## config.mk

```make
export PLATFORM = sky130hd
export DESIGN_NAME = mem_stage
export DESIGN_NICKNAME = d
export VERILOG_FILES = /design/src/rtl/mips_mem_pkg.sv /design/src/rtl/mem_align.sv /design/src/rtl/mem_stage.sv
export SDC_FILE = /design/constraint.sdc
export NUM_CORES = 1
export LEC_CHECK = 0
export ABC_AREA = 1
export CORE_ASPECT_RATIO = 0.75
export CORE_MARGIN = 5
export CORE_UTILIZATION = 25
export CTS_BUF_LIST = sky130_fd_sc_hd__clkbuf_16
export DETAILED_ROUTE_END_ITERATION = 16
export SKIP_CTS_REPAIR_TIMING = 1
export SLEW_MARGIN = 10
export SYNTH_ARGS = -nofsm -noshare
export SYNTH_HDL_FRONTEND = slang
export SYNTH_SLANG_ARGS = --single-unit
```

## constraint.sdc

```tcl
create_clock -name clk -period 1.6 [get_ports clk]
set_clock_uncertainty 0.2 [all_clocks]
set_input_delay 0.16 -clock clk [delete_from_list [all_inputs] [get_ports clk]]
set_output_delay 0.16 -clock clk [all_outputs]
set_load 0.02 [all_outputs]
```

## src/rtl/mips_mem_pkg.sv

```systemverilog
`default_nettype none
// ============================================================================
//  Module      : mips_mem_pkg
//  Description : Shared encodings, FSM state type and alignment helper for the
//                MIPS memory stage.
//  Revision    : 1.0  initial release
// ============================================================================
package mips_mem_pkg;

    // Lane-handling datapath is fixed at 32 bits
    localparam int DATA_W = 32;

    // MemSize encodings; 2'b11 is reserved and behaves as a word access
    localparam logic [1:0] SZ_BYTE = 2'b00;
    localparam logic [1:0] SZ_HALF = 2'b01;
    localparam logic [1:0] SZ_WORD = 2'b10;

    typedef enum logic [0:0] {
        IDLE   = 1'b0,
        ACCESS = 1'b1
    } state_t;

    // Halfwords need an even address, words (and reserved size) a 4-byte one
    function automatic logic is_misaligned(input logic [1:0] size,
                                           input logic [1:0] offset);
        logic w_bad;
        case (size)
            SZ_BYTE: w_bad = 1'b0;
            SZ_HALF: w_bad = offset[0];
            default: w_bad = (offset != 2'b00);
        endcase
        return w_bad;
    endfunction

endpackage
`default_nettype wire

```

## src/rtl/mem_align.sv

```systemverilog
`default_nettype none
// ============================================================================
//  Module      : mem_align
//  Description : Combinational lane handling for the memory stage. Store side
//                replicates store data across lanes and builds byte enables;
//                load side extracts the addressed lane(s) and extends them.
//  Revision    : 1.0  initial release
// ============================================================================
module mem_align
    import mips_mem_pkg::*;
(
    input  logic [1:0]        st_size,
    input  logic [1:0]        st_off,
    input  logic [DATA_W-1:0] st_data,
    output logic [3:0]        st_be,
    output logic [DATA_W-1:0] st_wdata,
    input  logic [1:0]        ld_size,
    input  logic [1:0]        ld_off,
    input  logic              ld_sign,
    input  logic [DATA_W-1:0] ld_rdata,
    output logic [DATA_W-1:0] ld_data
);

    logic [7:0]  w_byte;
    logic [15:0] w_half;

    // Store lanes: replicate the low bits so any enabled lane carries the data
    always_comb begin
        st_be    = 4'b1111;
        st_wdata = st_data;
        case (st_size)
            SZ_BYTE: begin
                st_be    = 4'b0001 << st_off;
                st_wdata = {4{st_data[7:0]}};
            end
            SZ_HALF: begin
                st_be    = st_off[1] ? 4'b1100 : 4'b0011;
                st_wdata = {2{st_data[15:0]}};
            end
            default: begin
                st_be    = 4'b1111;
                st_wdata = st_data;
            end
        endcase
    end

    // Load lanes: little-endian extraction followed by sign/zero extension
    always_comb begin
        w_byte  = ld_rdata[7:0];
        w_half  = ld_rdata[15:0];
        ld_data = ld_rdata;
        case (ld_off)
            2'd0:    w_byte = ld_rdata[7:0];
            2'd1:    w_byte = ld_rdata[15:8];
            2'd2:    w_byte = ld_rdata[23:16];
            default: w_byte = ld_rdata[31:24];
        endcase
        w_half = ld_off[1] ? ld_rdata[31:16] : ld_rdata[15:0];
        case (ld_size)
            SZ_BYTE: ld_data = {{24{ld_sign & w_byte[7]}}, w_byte};
            SZ_HALF: ld_data = {{16{ld_sign & w_half[15]}}, w_half};
            default: ld_data = ld_rdata;
        endcase
    end

endmodule
`default_nettype wire

```

## src/rtl/mem_stage.sv

```systemverilog
`default_nettype none
// ============================================================================
//  Module      : mem_stage
//  Description : MIPS memory stage. Issues byte/half/word loads and stores to
//                a data RAM over a req/ready handshake, stalls upstream while
//                an access is outstanding and registers the MEM/WB boundary.
//  Revision    : 1.0  initial release
// ============================================================================
module mem_stage
    import mips_mem_pkg::*;
#(
    parameter int WIDTH  = 32,
    parameter int ADDR_W = 30
) (
    input  logic              clk,
    input  logic              rst,
    input  logic              MemRead,
    input  logic              MemWrite,
    input  logic [1:0]        MemSize,
    input  logic              MemSign,
    input  logic [WIDTH-1:0]  ALUOut,
    input  logic [WIDTH-1:0]  Reg2,
    input  logic              RegWrite_in,
    input  logic [4:0]        WriteReg_in,
    output logic              stall,
    output logic              mem_req,
    output logic              mem_we,
    output logic [ADDR_W-1:0] mem_addr,
    output logic [3:0]        mem_be,
    output logic [WIDTH-1:0]  mem_wdata,
    input  logic              mem_ready,
    input  logic [WIDTH-1:0]  mem_rdata,
    output logic [WIDTH-1:0]  ReadData,
    output logic [WIDTH-1:0]  ALUResult,
    output logic              RegWrite,
    output logic [4:0]        WriteReg,
    output logic              addr_err
);

    state_t r_state;
    state_t w_state_nxt;

    logic              w_access;
    logic              w_misaligned;
    logic              w_start;
    logic [3:0]        w_st_be;
    logic [WIDTH-1:0]  w_st_wdata;
    logic [WIDTH-1:0]  w_ld_data;

    // Fields of the in-flight access, held until the memory completes it
    logic [1:0]        r_size;
    logic [1:0]        r_off;
    logic              r_sign;
    logic [WIDTH-1:0]  r_alu;
    logic              r_rw;
    logic [4:0]        r_wr;

    // A simultaneous read+write is a store, so either flag starts an access
    assign w_access     = MemRead | MemWrite;
    assign w_misaligned = is_misaligned(MemSize, ALUOut[1:0]);
    assign w_start      = (r_state == IDLE) && w_access && !w_misaligned;

    mem_align u_align (
        .st_size  (MemSize),
        .st_off   (ALUOut[1:0]),
        .st_data  (Reg2),
        .st_be    (w_st_be),
        .st_wdata (w_st_wdata),
        .ld_size  (r_size),
        .ld_off   (r_off),
        .ld_sign  (r_sign),
        .ld_rdata (mem_rdata),
        .ld_data  (w_ld_data)
    );

    // State register
    always_ff @(posedge clk) begin
        if (rst) begin
            r_state <= IDLE;
        end else begin
            r_state <= w_state_nxt;
        end
    end

    // Next state and stall: upstream holds from request launch until ready
    always_comb begin
        w_state_nxt = r_state;
        stall       = 1'b0;
        case (r_state)
            IDLE: begin
                if (w_start) begin
                    w_state_nxt = ACCESS;
                    stall       = 1'b1;
                end
            end
            ACCESS: begin
                if (mem_ready) begin
                    w_state_nxt = IDLE;
                end else begin
                    stall = 1'b1;
                end
            end
            default: w_state_nxt = IDLE;
        endcase
    end

    // Memory request, pending-access fields and MEM/WB boundary registers
    always_ff @(posedge clk) begin
        if (rst) begin
            mem_req   <= 1'b0;
            mem_we    <= 1'b0;
            mem_addr  <= '0;
            mem_be    <= '0;
            mem_wdata <= '0;
            ReadData  <= '0;
            ALUResult <= '0;
            RegWrite  <= 1'b0;
            WriteReg  <= '0;
            addr_err  <= 1'b0;
            r_size    <= '0;
            r_off     <= '0;
            r_sign    <= 1'b0;
            r_alu     <= '0;
            r_rw      <= 1'b0;
            r_wr      <= '0;
        end else begin
            case (r_state)
                IDLE: begin
                    if (w_start) begin
                        mem_req   <= 1'b1;
                        mem_we    <= MemWrite;
                        mem_addr  <= ALUOut[WIDTH-1:2];
                        mem_be    <= w_st_be;
                        mem_wdata <= w_st_wdata;
                        r_size    <= MemSize;
                        r_off     <= ALUOut[1:0];
                        r_sign    <= MemSign;
                        r_alu     <= ALUOut;
                        r_rw      <= RegWrite_in;
                        r_wr      <= WriteReg_in;
                        // Bubble into writeback while the access is in flight
                        RegWrite  <= 1'b0;
                        addr_err  <= 1'b0;
                    end else begin
                        // Pass-through op, or a misaligned access that is dropped
                        ALUResult <= ALUOut;
                        RegWrite  <= RegWrite_in & ~w_access;
                        WriteReg  <= WriteReg_in;
                        ReadData  <= '0;
                        addr_err  <= w_access;
                    end
                end
                ACCESS: begin
                    addr_err <= 1'b0;
                    if (mem_ready) begin
                        mem_req   <= 1'b0;
                        mem_we    <= 1'b0;
                        ALUResult <= r_alu;
                        RegWrite  <= r_rw & ~mem_we;
                        WriteReg  <= r_wr;
                        ReadData  <= mem_we ? '0 : w_ld_data;
                    end
                end
                default: begin
                    mem_req <= 1'b0;
                end
            endcase
        end
    end

endmodule
`default_nettype wire
```

# Word level (Yosys, flattened, before mapping)
# Index checks and enable logic that the tools add are counted.
[totals] register_bits=183 latchBits=0 ramBits=0 romBits=0 in_bits=110 output_inout_bits=140 word_cells=73 memories=0
[op_classes] add_sub_neg=0 multipliers=0 div_mod_pow=0 magnitude_cmp=0 n_eq_ne=7 shift=1 muxes=30 bitwise_logic=8 reduce_logical=10
[op_table] operator="case mux 32 bit (2 select lines)" count=4
[op_table] operator="two-way mux 32 bit" count=5
[op_table] operator="case mux 8 bit (3 select lines)" count=1
[op_table] operator="two-way mux 16 bit" count=1
[op_table] operator="case mux 1 bit (2 select lines)" count=6
[op_table] operator="two-way mux 5 bit" count=2
[op_table] operator="case mux 5 bit (2 select lines)" count=1
[op_table] operator="two-way mux 1 bit" count=8
[op_table] operator="case mux 4 bit (2 select lines)" count=1
[op_table] operator="== test 2 x 1 -> 1 bit, second input constant" count=3
[op_table] operator="zero test 2 bit" count=3
[op_table] operator="inequality test 2 bit, second input constant" count=3
[op_table] operator="AND reduction 2 bit" count=3
[op_table] operator="bitwise AND 1 bit" count=4
[op_table] operator="two-way mux 4 bit" count=1
[op_table] operator="left shift 1 x 2 -> 4 bit, first input constant" count=1
[op_table] operator="inverter 1 bit" count=3
[op_table] operator="== test 2 bit, second input constant" count=1
[op_table] operator="logical AND 1 bit" count=2
[op_table] operator="nonzero test 2 bit" count=1
[op_table] operator="zero test 1 bit" count=1
[op_table] operator="bitwise OR 1 bit" count=1

# Logic depth before layout (Yosys ltp)
# Gate-level depths: netlist of the first run.
[depth] ltp_word=7 mapped_depth=11 mapped_depth_nobuf=9

# By module
# A second synthesis of the first run with hierarchy kept.
[hier_totals] hier_cells=1184 hier_area_um2=7967.6
[by_module_without_submodules] module="mem_stage" instances=1 cells_per_inst=936 area_per_inst_um2=6692.7 seq_area_each_um2=3022.9
[by_module_without_submodules] module="mem_align" instances=1 cells_per_inst=248 area_per_inst_um2=1275.0 seq_area_each_um2=0.0

# Worst setup path after synthesis of the first run
# OpenSTA, ideal clock, no wires.
[synth_path] kind="flip-flop to flip-flop" from="register r_state" to="register ALUResult[11]" setup_ns=0.116 t_arrival_ns=1.183 required_time_ns=1.284 slack_ns=0.102 stages_incl_launch_ff=10 n_path_buf=3 period_less_slack_ns=1.498 cell_sequence="dfxtp_1 > buf_2 > nor2_1 > nand2_4 > nand2_4 > inv_4 > buf_6 > buf_6 > nor2_1 > nor2_1"
[synth_via] elab_chain_cells=5 elab_cells_between_ends=7 cone_classes="eq/ne: 2; mux: 1; bitwise: 1; reduce/logical: 3"
[synth_lines] element="from (decl)" line="mem_stage.sv:40" source="state_t r_state;"
[synth_lines] element="from (signal assigned)" line="mem_stage.sv:81" source="r_state <= w_state_nxt;"
[synth_lines] element="inverter 1 bit"
[synth_lines] element="logical AND 1 bit (2 in series)" line="mem_stage.sv:61" source="assign w_start = (r_state == IDLE) && w_access && !w_misaligned;"
[synth_lines] element="inequality test 2 bit (no line)"
[synth_lines] element="AND reduction 2 bit (no line)"
[synth_lines] element="to (signal assigned)" line="mem_stage.sv:146" source="ALUResult <= ALUOut;"
[synth_lines] element="to (signal assigned)" line="mem_stage.sv:158" source="ALUResult <= r_alu;"
[synth_lines] element="to (decl)" line="mem_stage.sv:34" source="output logic [WIDTH-1:0] ALUResult,"
# Several ways; a longest one is shown, not always the timed one.
# A chain may end at the register's enable or synchronous reset.

# Worst setup path in the final report of the first run
[layout_path] from="input MemWrite" to="output stall"
[layout_via] elab_chain_cells=5
[layout_lines] element="from (decl)" line="mem_stage.sv:18" source="input logic MemWrite,"
[layout_lines] element="bitwise OR 1 bit" line="mem_stage.sv:59" source="assign w_access = MemRead | MemWrite;"
[layout_lines] element="logical AND 1 bit (2 in series)" line="mem_stage.sv:61"
[layout_lines] element="two-way mux 1 bit" line="mem_stage.sv:91" source="if (w_start) begin"
[layout_lines] element="case mux 1 bit (2 select lines)" line="mem_stage.sv:89" source="case (r_state)"
[layout_lines] element="to (decl)" line="mem_stage.sv:25" source="output logic stall,"
# No other way between the ends.

==> summary.md, run 1 <==
| Metric | Value |
|---|---|
| Die width | 203 microns |
| Top post-synthesis cells by area | dfxtp_1, nand2_1, nor2_1, o21ai_0, buf_4 |
| Most common cell in the netlist | nand2_1 |
| Slew Limit Fails | 0 |
| Most used DFF post-synth | dfxtp_1 |
| Post-synth EDFFs | 0 |
| Slew margin rel. | 68.1% |
| DPL Wire Length | 18700 microns |
| Final Cycle Share | 114% |
| Layout cell share with drive strength beyond 1 | 11.1% |
| VDD IR max | 682 uV |
| Syn Nets | 1165 |
| Clk_lat worst skew | 0.42 ns |
| Tot GR Track Use | 15.7% |
| Critical path required time | 1.24 ns |
| Yosys cell types | 29 |
| 1st-pass router iterations | 5 |
| Largest net degree at the start of global routing | 41 |
| # diodes | 0 |
| Synth-to-Final Area Change | 60.9% |
| Fillers | 2843 |
| Worst Tran Pin Value | 0.479 ns |
| Unrepaired setup endpoints after global routing | yes |
| Port Buf Inserts | 249 |
| Crit-path leading delay family | buffers and inverters |
| H-tree depth | 4 |
| Overall die height | 155 microns |
| I/O pin cnt | 250 |
| Status | complete, but fails checks |
| Number of buffers and inverters on the critical path | 4 |
| Place WS | -0.516 ns |
| CTS max path bufs | 2 |
| Worst r2r src | r_state |
| Area fraction of the dominant cell type after synthesis | 43.3% |
| Post-route worst setup slack | -0.228 ns |
| Violated checks | negative setup slack |
| Initial drt markers | 299 |
| HP Start | ALUOut[0] |
| Total routed wirelength | 25600 microns |
| CTS Buf Count | 17 |
| # rows | 53 |
| Post-synth top cells | nand2_1, nor2_1, dfxtp_1 |
| ANT nets after route | 0 |
| Final core occ | 40.4% |
| Drt drc | 0 |
| Critical Path Start | MemWrite |
| Critical path cell sequence | clkdlybuf4s50_1 -> nor2_1 -> buf_4 -> nor2_2 -> nand2_4 -> nand2_8 -> buf_12 -> buf_6 |
| Synthesized cell area | 0.00698 sq mm |
| GPL Wtd Cong | 0.882 |
| Synth async-reset ratio | 0% |
| Register area share after synthesis | 43.3% |
| TritonCTS sink count | 151 |
| Area leader, netlist | dfxtp_1 |
| Drt via density | 4.34 |
| Initial antenna violation count | 0 |
| Startpoint Class | input pin |
| Final setup vio count | 63 |
| Final Critical Period | 1.83 ns |
| Worst min path class | in -> reg |
| Clock Tree Root | clkbuf_16 |
| Final net count | 1421 |
| Number of synthesized register bits | 151 |
| Total gr overflow | 0 |
| Core footprint | 0.0278 sq mm |
| Routed WL per cell | 15.2 microns |
| Die Area | 0.0314 sq mm |
| F_max | 0.547 GHz |
| PD cells | 1000 mW/mm^2 |
| Yosys warnings | 0 |
| Worst Path Max Fanout | 14 |
| Post-Synthesis Cells | 1055 |
| Final hold viol count | 0 |
| CTS tree | yes |
| Total number of vias | 7289 |
| Vias in the first global route | 7013 |
| CTS clk-pin slew, worst paths | 0.06 ns |
| First-pass GRT wire length | 39100 microns |
| Worst Path Arrival | 1.47 ns |
| Crit. End Element | output port |
| WS Path Type | in -> out |
| CP max-delay cell | clkdlybuf4s50_1 |
| Max Cap Violations | 0 |
| Leakage | 0.00707 uW |
| Mean Syn Cell Area | 6.62 sq um |
| Starting Density | 25.1% |
| CP max stage delay | 0.49 ns |
==> stage by stage <==
stage          setup TNS, ns  total power [uW]  cells  area (sq um)  hold slack (ns)
5_1_grt                -5.43             11900   1681         11200           0.0607
3_3_place_gp          -64.11              7230   1641         10100            0.244
2_1_floorplan              0              5850   1055          6980            0.103
3_5_place_dp          -66.15              7250   1641         10100            0.243
6_report               -1.77             11300   1681         11200           0.0404
4_1_cts               -26.45             11400   1673         10700            0.111
==> worst paths after layout <==
path | depth (start not counted) | to | slack (ns)
setup / recovery | 8 | stall | -0.23
hold / removal | 4 | r_off[0] | 0.04
setup reg to reg | 7 | mem_wdata[11] | -0.03
hold reg to reg | 2 | ReadData[1] | 0.25
==> layout make-up <==
type                       instances  area, sq um  area share [%]
sequential                       151         3030            27.0
inverter                          38          158            1.40
clock inverter                    15          163            1.45
clock buffer                      17          425            3.79
timing repair buffer             329         3720            33.1
multi-input combinational        774         3290            29.3
tap                              357          447            3.98
==> where the power goes <==
part           switching [uW]  internal [uW]  leakage [uW]
registers                 196           4090       0.00124
logic                    1560           1350       0.00554
clock network            1650           2430      0.000293
==> layer usage <==
layer  GRT usage (%)  vias up  part of all wire [%]
met5               0        -                     0
met1            20.6     3260                    47
met2            24.4      220                    45
li1                -     3788                     -
met3            5.68       21                   7.3
met4            4.36        0                   1.4
==> tightest hold or removal path, stage by stage <==
cell	delay, ns
dlymetal6s2s_1	0.17
inv_1	0.09
buf_4	0.14
a21oi_1	0.06
==> kinds of logic (layout without fill, tap and decap cells) <==
family,Yosys count,after routing,synth area share (%)
AND/OR/NAND/NOR,619,619,35.0
buffers and inverters,130,399,10.2
flip-flops,151,151,43.3
AO/OA/AOI/OAI,155,155,11.5
==> cell usage in the layout (no fill, tap or decap), types with 2 or more instances in the layout <==
| cell | n |
|---|---|
| bufinv_16 | 3 |
| buf_4 | 58 |
| or2_2 | 8 |
| o21ai_0 | 57 |
| o21ai_1 | 41 |
| nand3_1 | 28 |
| a21oi_1 | 41 |
| inv_1 | 31 |
| nand3_2 | 3 |
| buf_12 | 18 |
| clkinv_1 | 2 |
| dfxtp_1 | 149 |
| clkinvlp_4 | 2 |
| nor2_1 | 232 |
| clkinv_4 | 2 |
| clkdlybuf4s50_1 | 105 |
| clkinv_2 | 4 |
| nor2_4 | 2 |
| inv_2 | 6 |
| nand2_4 | 2 |
| nor2_2 | 5 |
| dlymetal6s2s_1 | 143 |
| clkbuf_16 | 19 |
| nand2_1 | 334 |
| o211ai_1 | 8 |
| o21ai_2 | 4 |
| nand2_2 | 2 |
==> flip-flops by register name (all words and copies together) (netlist names), 2 cells and up <==
signal and cells:
ALUResult 32, ReadData 32, WriteReg 5, mem_addr 30, mem_be 4, mem_wdata 32
r_size 2, r_wr 5
(Power assumes the default switching activity.)
==> run 2, diff against run 1 <==
SKIP_LAST_GASP = 1   (was default)
clock period = 1.8 ns   (was 1.6 ns; I/O delays follow)
==> summary.md, run 2 (synthesis results as in run 1) <==
| Metric | Value |
|---|---|
| Status | complete, but fails checks |
| Violated checks | negative setup slack |
| VDD IR max | 604 uV |
| Worst r2r src | r_size[0] |
| Most frequent cells in the layout | nand2_1, nor2_1, dfxtp_1 |
| Worst Hold Depth | 4 |
| Critical Path Start | r_state |
| Leakage | 0.00643 uW |
| Switch share | 30.4% |
| Routed wire length on met2 | 11100 microns |
| Worst Path Max Fanout | 14 |
| Drt drc | 0 |
| Largest net degree at the start of global routing | 44 |
| # rows | 53 |
| Vias in the first global route | 7098 |
| Die width | 203 microns |
| Worst Path Arrival | 1.42 ns |
| Slew margin rel. | 66.8% |
| Reg2Reg Setup Slack | 0.23 ns |
| DPL Wire Length | 18400 microns |
| Final net count | 1396 |
| Sw power | 2950 uW |
| Pint | 6740 uW |
| Tot GR Track Use | 15.6% |
| Synth-to-Final Area Change | 54.7% |
| Final core occ | 38.9% |
| R2r endpoint | ReadData[6] |
| Comb pwr share | 25.1% |
| Total gr overflow | 0 |
| PD cells | 898 mW/mm^2 |
| Overall die height | 155 microns |
| Worst min path class | in -> reg |
| Routed WL per cell | 15.1 microns |
| Layout cell share with drive strength beyond 1 | 8.86% |
| I/O pin cnt | 250 |
| Final instance area | 0.0108 sq mm |
| Unrepaired setup endpoints after global routing | yes |
| Die Area | 0.0314 sq mm |
| F_max | 0.554 GHz |
| Top Layer Used | met4 |
| Clock share of power | 35.6% |
| Port Buf Inserts | 249 |
| CTS clk-pin slew, worst paths | 0.06 ns |
| Sequential power share | 39.2% |
| Clock Tree Root | clkbuf_16 |
| Startpoint Class | flip-flop |
| First-pass GRT wire length | 38900 microns |
| Max Cap Violations | 0 |
| Place WS | -0.406 ns |
| Worst Tran Pin Value | 0.498 ns |
| Fillers | 2872 |
| Post-route worst setup slack | -0.00439 ns |
| Initial antenna violation count | 0 |
| TritonCTS sink count | 151 |
| Final Cycle Share | 100% |
| WL met1 | 11200 microns |
| Endpoint, Worst Hold | r_size[0] |
| ANT nets after route | 0 |
| # diodes | 0 |
| Critical path required time | 1.42 ns |
| Biggest regs | ALUResult: 32 flops, ReadData: 32 flops, mem_wdata: 32 flops |
| Final Critical Period | 1.80 ns |
| Core footprint | 0.0278 sq mm |
| Initial drt markers | 367 |
| 1st-pass router iterations | 5 |
| Final setup vio count | 1 |
| GPL Wtd Cong | 0.903 |
| CTS Buf Count | 17 |
| Post-place instance area | 0.00990 sq mm |
| Slew Limit Fails | 0 |
| HP Start | MemSize[0] |
| CTS max path bufs | 2 |
| Drt via density | 4.37 |
| CTS tree | yes |
| WS Path Type | reg -> out |
| Total number of vias | 7231 |
| Starting Density | 25.1% |
| Total routed wirelength | 24900 microns |
| Final hold viol count | 0 |
| H-tree depth | 4 |
| Commonest non-fill, non-tap cell in the layout | nand2_1 |
| Routed wl met3 | 2060 microns |
| R2R depth | 6 |
| Crit. End Element | output port |
| Clk_lat worst skew | 0.42 ns |
## run 2: critical path, cell delays in order (launching register included)
cell and delay, ns:
dfxtp_4 0.36, nor2_4 0.13, nand2_4 0.09, nand2_4 0.13, buf_12 0.15, buf_4 0.15
## run 2: area by class of cell
| type | count | area, sq um | area share [%] |
|---|---|---|---|
| Timing Repair Buffer | 304 | 3350 | 31.0 |
| Multi-Input combinational cell | 774 | 3270 | 30.3 |
| Sequential cell | 151 | 3030 | 28.0 |
| Tap cell | 357 | 447 | 4.14 |
| Clock buffer | 17 | 425 | 3.94 |
| Inverter | 38 | 145 | 1.34 |
| Clock inverter | 14 | 134 | 1.24 |
## run 2: power by group through the flow
stage	clock (uW)	combinational, uW	sequential (uW)
floorplan	0	1110	4090
CTS	3590	2480	3820
global route	3740	2670	3840
finish	3460	2440	3800
global placement	0	2460	3880
detailed placement	0	2470	3890
## run 2: stage by stage
step | hold slack [ns] | total power [uW] | cells | TNS, ns
6_report | 0.0461 | 9700 | 1655 | -0.00439
5_1_grt | 0.0531 | 10300 | 1655 | -0.111
4_1_cts | 0.141 | 9880 | 1652 | -1.16
3_5_place_dp | 0.239 | 6360 | 1621 | -47.04
3_3_place_gp | 0.240 | 6340 | 1621 | -48.17
2_1_floorplan | 0.123 | 5200 | 1055 | 0
## run 2: layer usage
layer / vias to the layer above / global-route usage [%]
li1: 3746 / -
met1: 3236 / 19.9
met2: 219 / 24.2
met3: 30 / 5.99
met4: 0 / 5.30
met5: - / 0
## run 2: how the worst max path moves through the flow
stage	to	cells after the start
2_1_floorplan	ALUResult[11]	9
3_3_place_gp	ReadData[2]	8
3_5_place_dp	mem_addr[26]	7
4_1_cts	stall	7
5_1_grt	stall	6
6_report	stall	5
